**src/rtl/contador_decresc_bcd.sv**
```systemverilog
// Two-digit BCD down-counter (99..00) with preset load, prescaled enable and seven-segment outputs.
// Define CONTADOR_DECRESC_WRAP_EN to reload the latched preset after 00 instead of stopping.
module contador_decresc_bcd #(
   parameter int unsigned TICK_DIV = 1
) (
   input  logic       clk,
   input  logic       rst,
   input  logic       load,
   input  logic       en,
   input  logic [3:0] preset_tens,
   input  logic [3:0] preset_units,
   output logic [3:0] q_tens,
   output logic [3:0] q_units,
   output logic       done,
   output logic [6:0] hex1,
   output logic [6:0] hex0
);

   localparam int unsigned PW = (TICK_DIV > 1) ? $clog2(TICK_DIV) : 1;
   localparam logic [PW-1:0] PsLast = PW'(TICK_DIV - 1);

   typedef enum logic [1:0] {StIdle, StRun, StDone} state_t;

   state_t        state;
   logic [PW-1:0] presc;
   logic [3:0]    pre_tens, pre_units;
   logic [3:0]    ld_tens, ld_units;
   logic          q_is_zero, q_is_one;

   assign ld_tens   = (preset_tens  > 4'd9) ? 4'd9 : preset_tens;
   assign ld_units  = (preset_units > 4'd9) ? 4'd9 : preset_units;
   assign q_is_zero = (q_tens == 4'd0) && (q_units == 4'd0);
   assign q_is_one  = (q_tens == 4'd0) && (q_units == 4'd1);

   always_ff @(posedge clk or posedge rst) begin
      if (rst) begin
         state     <= StIdle;
         q_tens    <= 4'd0;
         q_units   <= 4'd0;
         pre_tens  <= 4'd0;
         pre_units <= 4'd0;
         presc     <= '0;
         done      <= 1'b0;
      end else if (load) begin
         state     <= StIdle;
         q_tens    <= ld_tens;
         q_units   <= ld_units;
         pre_tens  <= ld_tens;
         pre_units <= ld_units;
         presc     <= '0;
         done      <= 1'b0;
      end else begin
         unique case (state)
            StIdle: begin
               if (en) begin
                  if (q_is_zero) begin
                     state <= StDone;
                     done  <= 1'b1;
                  end else begin
                     state <= StRun;
                  end
               end
            end
            StRun: begin
`ifdef CONTADOR_DECRESC_WRAP_EN
               // done is a single-cycle pulse while wrapping
               done <= 1'b0;
`endif
               if (en) begin
                  if (presc == PsLast) begin
                     presc <= '0;
`ifdef CONTADOR_DECRESC_WRAP_EN
                     if (q_is_zero) begin
                        q_tens  <= pre_tens;
                        q_units <= pre_units;
                     end else begin
                        if (q_units != 4'd0) begin
                           q_units <= q_units - 4'd1;
                        end else begin
                           q_units <= 4'd9;
                           q_tens  <= q_tens - 4'd1;
                        end
                        if (q_is_one) done <= 1'b1;
                     end
`else
                     if (q_units != 4'd0) begin
                        q_units <= q_units - 4'd1;
                     end else begin
                        q_units <= 4'd9;
                        q_tens  <= q_tens - 4'd1;
                     end
                     if (q_is_one) begin
                        done  <= 1'b1;
                        state <= StDone;
                     end
`endif
                  end else begin
                     presc <= presc + 1'b1;
                  end
               end
            end
            StDone: begin
            end
            default: state <= StIdle;
         endcase
      end
   end

   function automatic logic [6:0] seg7(input logic [3:0] d);
      case (d)
         4'd0:    seg7 = 7'h40;
         4'd1:    seg7 = 7'h79;
         4'd2:    seg7 = 7'h24;
         4'd3:    seg7 = 7'h30;
         4'd4:    seg7 = 7'h19;
         4'd5:    seg7 = 7'h12;
         4'd6:    seg7 = 7'h02;
         4'd7:    seg7 = 7'h78;
         4'd8:    seg7 = 7'h00;
         4'd9:    seg7 = 7'h10;
         default: seg7 = 7'h7F;
      endcase
   endfunction

   assign hex1 = seg7(q_tens);
   assign hex0 = seg7(q_units);

endmodule

```
**config.mk**
```make
export PLATFORM = sky130hd
export DESIGN_NAME = contador_decresc_bcd
export DESIGN_NICKNAME = d
export VERILOG_FILES = /design/src/rtl/contador_decresc_bcd.sv
export SDC_FILE = /design/constraint.sdc
export NUM_CORES = 1
export LEC_CHECK = 0
export BUFFER_PORTS_ARGS = -buffer_cell sky130_fd_sc_hd__buf_2
export CORE_AREA = 8 8 58 60
export CTS_BUF_LIST = sky130_fd_sc_hd__clkbuf_8
export DETAILED_ROUTE_END_ITERATION = 10
export DIE_AREA = 0 0 66 68
export GPL_TIMING_DRIVEN = 0
export PLACE_DENSITY = 0.68
export RECOVER_POWER = 25
export SLEW_MARGIN = 0
export SYNTH_ARGS = -nofsm -noshare
export SYNTH_HDL_FRONTEND = slang
export SYNTH_SLANG_ARGS = --single-unit
```
**constraint.sdc**
```tcl
create_clock -name clk -period 5.8 [get_ports clk]
set_input_delay 0.29 -clock clk [delete_from_list [all_inputs] [get_ports clk]]
set_output_delay 0.29 -clock clk [all_outputs]
set_load 0.05 [all_outputs]
```
* After elaboration in Yosys (flattened, before gate mapping) *
Memory sizes are Yosys's and may differ from the RTL's.
Index checks and enable logic that the tools add are counted.

storage, ports and cells
  bits in registers = 12
  bits in latches = 0
  bits in writable memories = 0
  bits in read-only memories = 224
  output and inout bits = 23
  memories kept = 2

operators by class
  add/subtract/negate cells = 3
  $mul = 0
  divide/modulo/power cells = 0
  $lt $le $gt $ge = 2
  eq/ne operators = 11
  shifts and indexed selects = 0
  muxes and demuxes = 30
  bitwise operators = 0
  reduce and logical (&&, ||, !) cells = 14

memory list
  memory           depth  bits a word  rd ports  clocked after memory_dff  write ports  line  RTL
  (no name shown)  16     7            1         0                         0            110   case (d)
  (no name shown)  16     7            1         0                         0            110

operators with widths
  cell                                                 count
  2-to-1 mux 4 bit                                     12
  != test 3 bit, second input constant                 5
  2-to-1 mux 2 bit                                     6
  2-to-1 mux 1 bit                                     10
  > comparator 4 bit, second input constant            2
  logical NOT 4 bit                                    2
  subtractor 4 x 1 -> 4 bit, second input constant     2
  != test 2 bit, second input constant                 3
  case mux 2 bit (3 select lines)                      1
  AND reduction 6 bit                                  1
  AND reduction 5 bit                                  1
  equality test 4 x 1 -> 1 bit, second input constant  1
  AND reduction 4 bit                                  1
  nonzero test 2 bit                                   2
  nonzero test 4 bit                                   1
  AND reduction 3 bit                                  1
  nonzero test 3 bit                                   1
  equality test 2 x 1 -> 1 bit, second input constant  1
  equality test 2 bit, second input constant           1
  logical AND 1 bit                                    2
  logical NOT 2 bit                                    1
  case mux 1 bit (2 select lines)                      1
  AND reduction 2 bit                                  1
  adder 1 bit, second input constant                   1

* Depth between registers and ports, before layout *
  depth in word-level cells = 7
  gate-level depth with buffers = 6
  gate-level depth less buffers = 6

* Least setup slack after synthesis *
Ideal clock, no wire load.

  kind = flip-flop to output port
  start point = register q_units[0]
  end point = output port hex0[4]
  arrival time = 2.410 ns
  required time = 5.510 ns
  setup slack = 3.100 ns
  cell stages (with the launch flop) = 5
  cell sequence = dfrtp_1 > inv_1 > ha_1 > ha_1 > o21ai_0

on the way
  word-level cells in the longest chain between the ends = 1

RTL lines
  what                      line  RTL
  from (decl)               13    output logic [3:0] q_units,
  from (signal assigned)    47    q_units <= ld_units;
  from (signal assigned)    87    q_units <= q_units - 4'd1;
  memory read (16 x 7 bit)  -
  to (decl)                 16    output logic [6:0] hex0

No other way between the ends.

* Worst setup path in the final report *
  start point = register q_units[0]
  end point = register q_tens[0]

on the way
  word-level cells in the longest chain between the ends = 3

RTL lines
  what                           line  RTL
  nonzero test 4 bit             86    if (q_units != 4'd0) begin
  != test 2 bit (no line)        -
  AND reduction 4 bit (no line)  -
  to (signal assigned)           46    q_tens <= ld_tens;
  to (signal assigned)           90    q_tens <= q_tens - 4'd1;
  to (decl)                      12    output logic [3:0] q_tens,

No other way between the ends.
A chain may end at the register's enable or synchronous reset.

==> results by group <==
Critical path
  – Type of destination of the critical path: register
  – Worst setup slack for register-to-register paths: between 3 and 4 ns
  – Buffers plus inverters on the worst setup path: 1
  – Critical Path Slowest Stage Cell: sky130_fd_sc_hd__nor3b_1
  – Gate family responsible for the most delay along the worst path: simple AND/OR/NAND/NOR gates
  – Setup crit start: q_units[0]
  – Number of cells on the critical path: 5
  – Maximum fanout encountered on the critical timing path: 8
  – Critical path capture point: q_tens[0]
  – End of the worst register-to-register path: q_tens[0]
  – Cell Chain, Critical Path: inv_1, ha_1, nor3b_1, a21oi_1, mux2_2
  – Stage delay of the slowest cell on the critical path: 0.57 ns
  – Startpoint-to-endpoint class of the critical path: reg -> reg
  – Critical path data required time: 5.93 ns
  – Reg2Reg Depth: 5
  – Launch point of the worst reg-to-reg path: q_units[0]
  – Worst Setup Start Kind: register
  – Worst path arrival time: ~2.3 ns

Die
  – Rows: 19
  – Initial cell density of the core: 0.396
  – I/O pin count: 35
  – DIE AREA: 4490 sq um
  – Height of the die: 68 um
  – CORE AREA: about 2600 sq um
  – Chip Width: 66 um

Place
  – HPWL Detailed: around 2.3 mm
  – Minimum setup slack after placement: around 3.6 ns
  – Gp weighted congestion: 0.798
  – Number of port buffers: 33
  – Post-place instance area: ~1200 sq um

Pwr
  – Clock share of power: 0.131
  – Switching power: ~0.36 mW
  – Power Internal: between 0.2 and 0.25 mW
  – Power density of the placed cells: approximately 480 nW/um^2
  – Worst voltage drop across the vdd grid: slightly above 0.3 mV
  – Leak: between 0.6 and 0.7 nW
  – Share of power burned in registers: 0.191
  – Share of total power consumed by net switching: 0.600
  – Share of total power in combinational logic: 0.679

Detailed routing
  – Number of vias in the routed layout: ~1.1k
  – Mean number of vias per cell: 5.46
  – Number of remaining DRC errors: 0
  – Detailed Route Iter0 Violations: between 60 and 70
  – Wire length reported by the detailed router: between 2 and 3 mm
  – Detailed-router iteration count before antenna repair: 4
  – Routed wire per std cell: approximately 15 um
  – Count of antenna-violating nets left after detailed routing: 0

Clock network
  – Number of instances resized during post-cts repair: 0
  – Post-cts hold buffer count: 0
  – H-tree lvl count: 1
  – Maximum count of clock buffers along a single path: 2
  – CTS tree: yes
  – # clock sinks: 11
  – Clock-pin slew of the registers on the worst-case setup and hold paths: 0.05 ns
  – Clock tree root buffer cell: sky130_fd_sc_hd__clkbuf_8
  – Post-CTS setup repair buffer count: 0
  – Worst-Skew Late Latency: 0.24 ns
  – Number of buffers added by the clock tree synthesis step: 3

Yosys
  – Most frequently used cell type in the post-synthesis netlist: sky130_fd_sc_hd__inv_1
  – Flops & latches, synth: 11
  – Largest area contributor in the synthesized netlist: sky130_fd_sc_hd__dfrtp_1
  – Average size of a mapped cell: a little under 8 sq um
  – Synth async-reset ratio: 1.00
  – Fraction of synthesized cell area taken by the top area cell type: 0.271
  – Cell count after synthesis: between 100 and 150
  – Area of the mapped netlist: slightly above 1000 sq um
  – Main area contributors after synthesis: sky130_fd_sc_hd__dfrtp_1 27%, sky130_fd_sc_hd__ha_1 12%, sky130_fd_sc_hd__a21oi_1 5.9%
  – Top cells by instance count after synthesis: 13 x sky130_fd_sc_hd__inv_1, 12 x sky130_fd_sc_hd__a21oi_1, 11 x sky130_fd_sc_hd__dfrtp_1, 11 x sky130_fd_sc_hd__nand2_1, 11 x sky130_fd_sc_hd__nor2_1
  – Number of synthesized flops with an enable pin: 0
  – Number of distinct library cells after synthesis: 33
  – Number of nets in the synthesized netlist: 153
  – Sequential fraction of the synthesis area: 0.271
  – Flip-flop cell with the highest count after synthesis: sky130_fd_sc_hd__dfrtp_1
  – Yosys Warn Count: 0

Timing
  – Final worst slack: ~3.6 ns
  – Number of setup violations in the final report: 0
  – Final TNS setup: 0 ns
  – Max-slew violation total from the final report: 0
  – Slew headroom: 0.579
  – Final count of hold timing violations: 0
  – RSZ-0062 raised after global routing: no
  – FMAX: 0.453 GHz
  – Final worst clock skew: between 0.0003 and 0.0004 ns
  – Period utilisation layout: 0.380
  – Post-route minimum period: 2.21 ns
  – Least-Margin Pin Slew: ~0.63 ns

Global routing
  – Global-route total usage across every layer: 0.136
  – Pin count of the biggest net entering global routing: 12
  – Total global routing overflow: 0
  – Antenna violations before repair: 0
  – Via count of the first global-routing pass: 1,097
  – Global-route wire length before repair: 4.81 mm

Run
  – Count of maximum capacitance violations: 0

Finish
  – Share of layout cells above drive strength 1: 0.262
  – Ant diodes: 0
  – Area grow syn2layout: 24.6%
  – Summed area of non-filler cells in the final layout: about 1300 sq um
  – Layout net count: about 190

Hold path
  – Class of the worst hold path: in -> async

Status
  – Status: complete, no violations
## logic make-up (layout without fill, tap and decap cells)
family,after synthesis,in the layout,share of synthesized area
simple gates,50,50,0.257
compound gates,37,37,0.224
buf+inv,18,55,0.0738
flops,11,11,0.271
fa+ha+maj,10,10,0.123
mux,5,5,0.0517
## layout make-up
class	instances	area (sq um)
Clock inverter	1	5.00
Tap cell	31	38.8
Fill cell	266	1300
Sequential cell	11	275
Buffer	5	26.3
Inverter	13	48.8
Clock buffer	3	41.3
Timing Repair Buffer	33	165
Multi-Input combinational cell	102	667
## registers in the layout, summed over array words and instances (netlist names)
signal and flops:
state 2, q_units 4, done 1, q_tens 4
## worst min-delay path by stage
stage / start / end / cells past startpoint
6_report: rst / q_units[0] / 2
5_1_grt: rst / q_tens[3] / 2
4_1_cts: rst / q_units[0] / 2
3_5_place_dp: rst / q_units[0] / 2
3_3_place_gp: rst / q_units[3] / 2
2_1_floorplan: rst / done / 1
## cell usage in the layout, fill, tap and decap left out, types with 4 or more instances in the layout
cell	instances
sky130_fd_sc_hd__buf_2	33
sky130_fd_sc_hd__inv_1	13
sky130_fd_sc_hd__a21oi_1	12
sky130_fd_sc_hd__nor2_1	11
sky130_fd_sc_hd__nand2_1	11
sky130_fd_sc_hd__dfrtp_1	11
sky130_fd_sc_hd__o21ai_0	10
sky130_fd_sc_hd__ha_1	10
sky130_fd_sc_hd__nor3_1	5
sky130_fd_sc_hd__nor2b_1	4
sky130_fd_sc_hd__clkbuf_1	4
sky130_fd_sc_hd__a31oi_1	4
sky130_fd_sc_hd__nand2b_1	4
## power groups by stage
stage	clock (mW)	sequential, mW	combinational (mW)
detailed placement	0	0.116	0.412
CTS	0.0798	0.115	0.413
finish	0.0792	0.116	0.411
global route	0.0837	0.118	0.444
floorplan	0	0.157	0.277
global placement	0	0.115	0.405
## per-layer routing
layer / track usage / wire (um) / vias to the layer above
li1: - / - / 537
met1: 0.143 / 1200 / 503
met2: 0.248 / 1400 / 42
met3: 0.0245 / 224 / 5
met4: 0.0800 / 68 / 0
met5: 0 / 0 / -
## per-stage QoR
stage | cells | hold WS [ns] | utilization | power [mW]
floorplan | 131 | 0.142 | - | 0.434
global placement | 195 | 0.307 | 0.476 | 0.521
detailed placement | 195 | 0.308 | 0.476 | 0.528
CTS | 199 | 0.0513 | 0.494 | 0.608
global route | 199 | 0.0760 | 0.494 | 0.646
finish | 199 | 0.0486 | 0.494 | 0.606
Note: power is estimated with default switching activity, not from simulation.
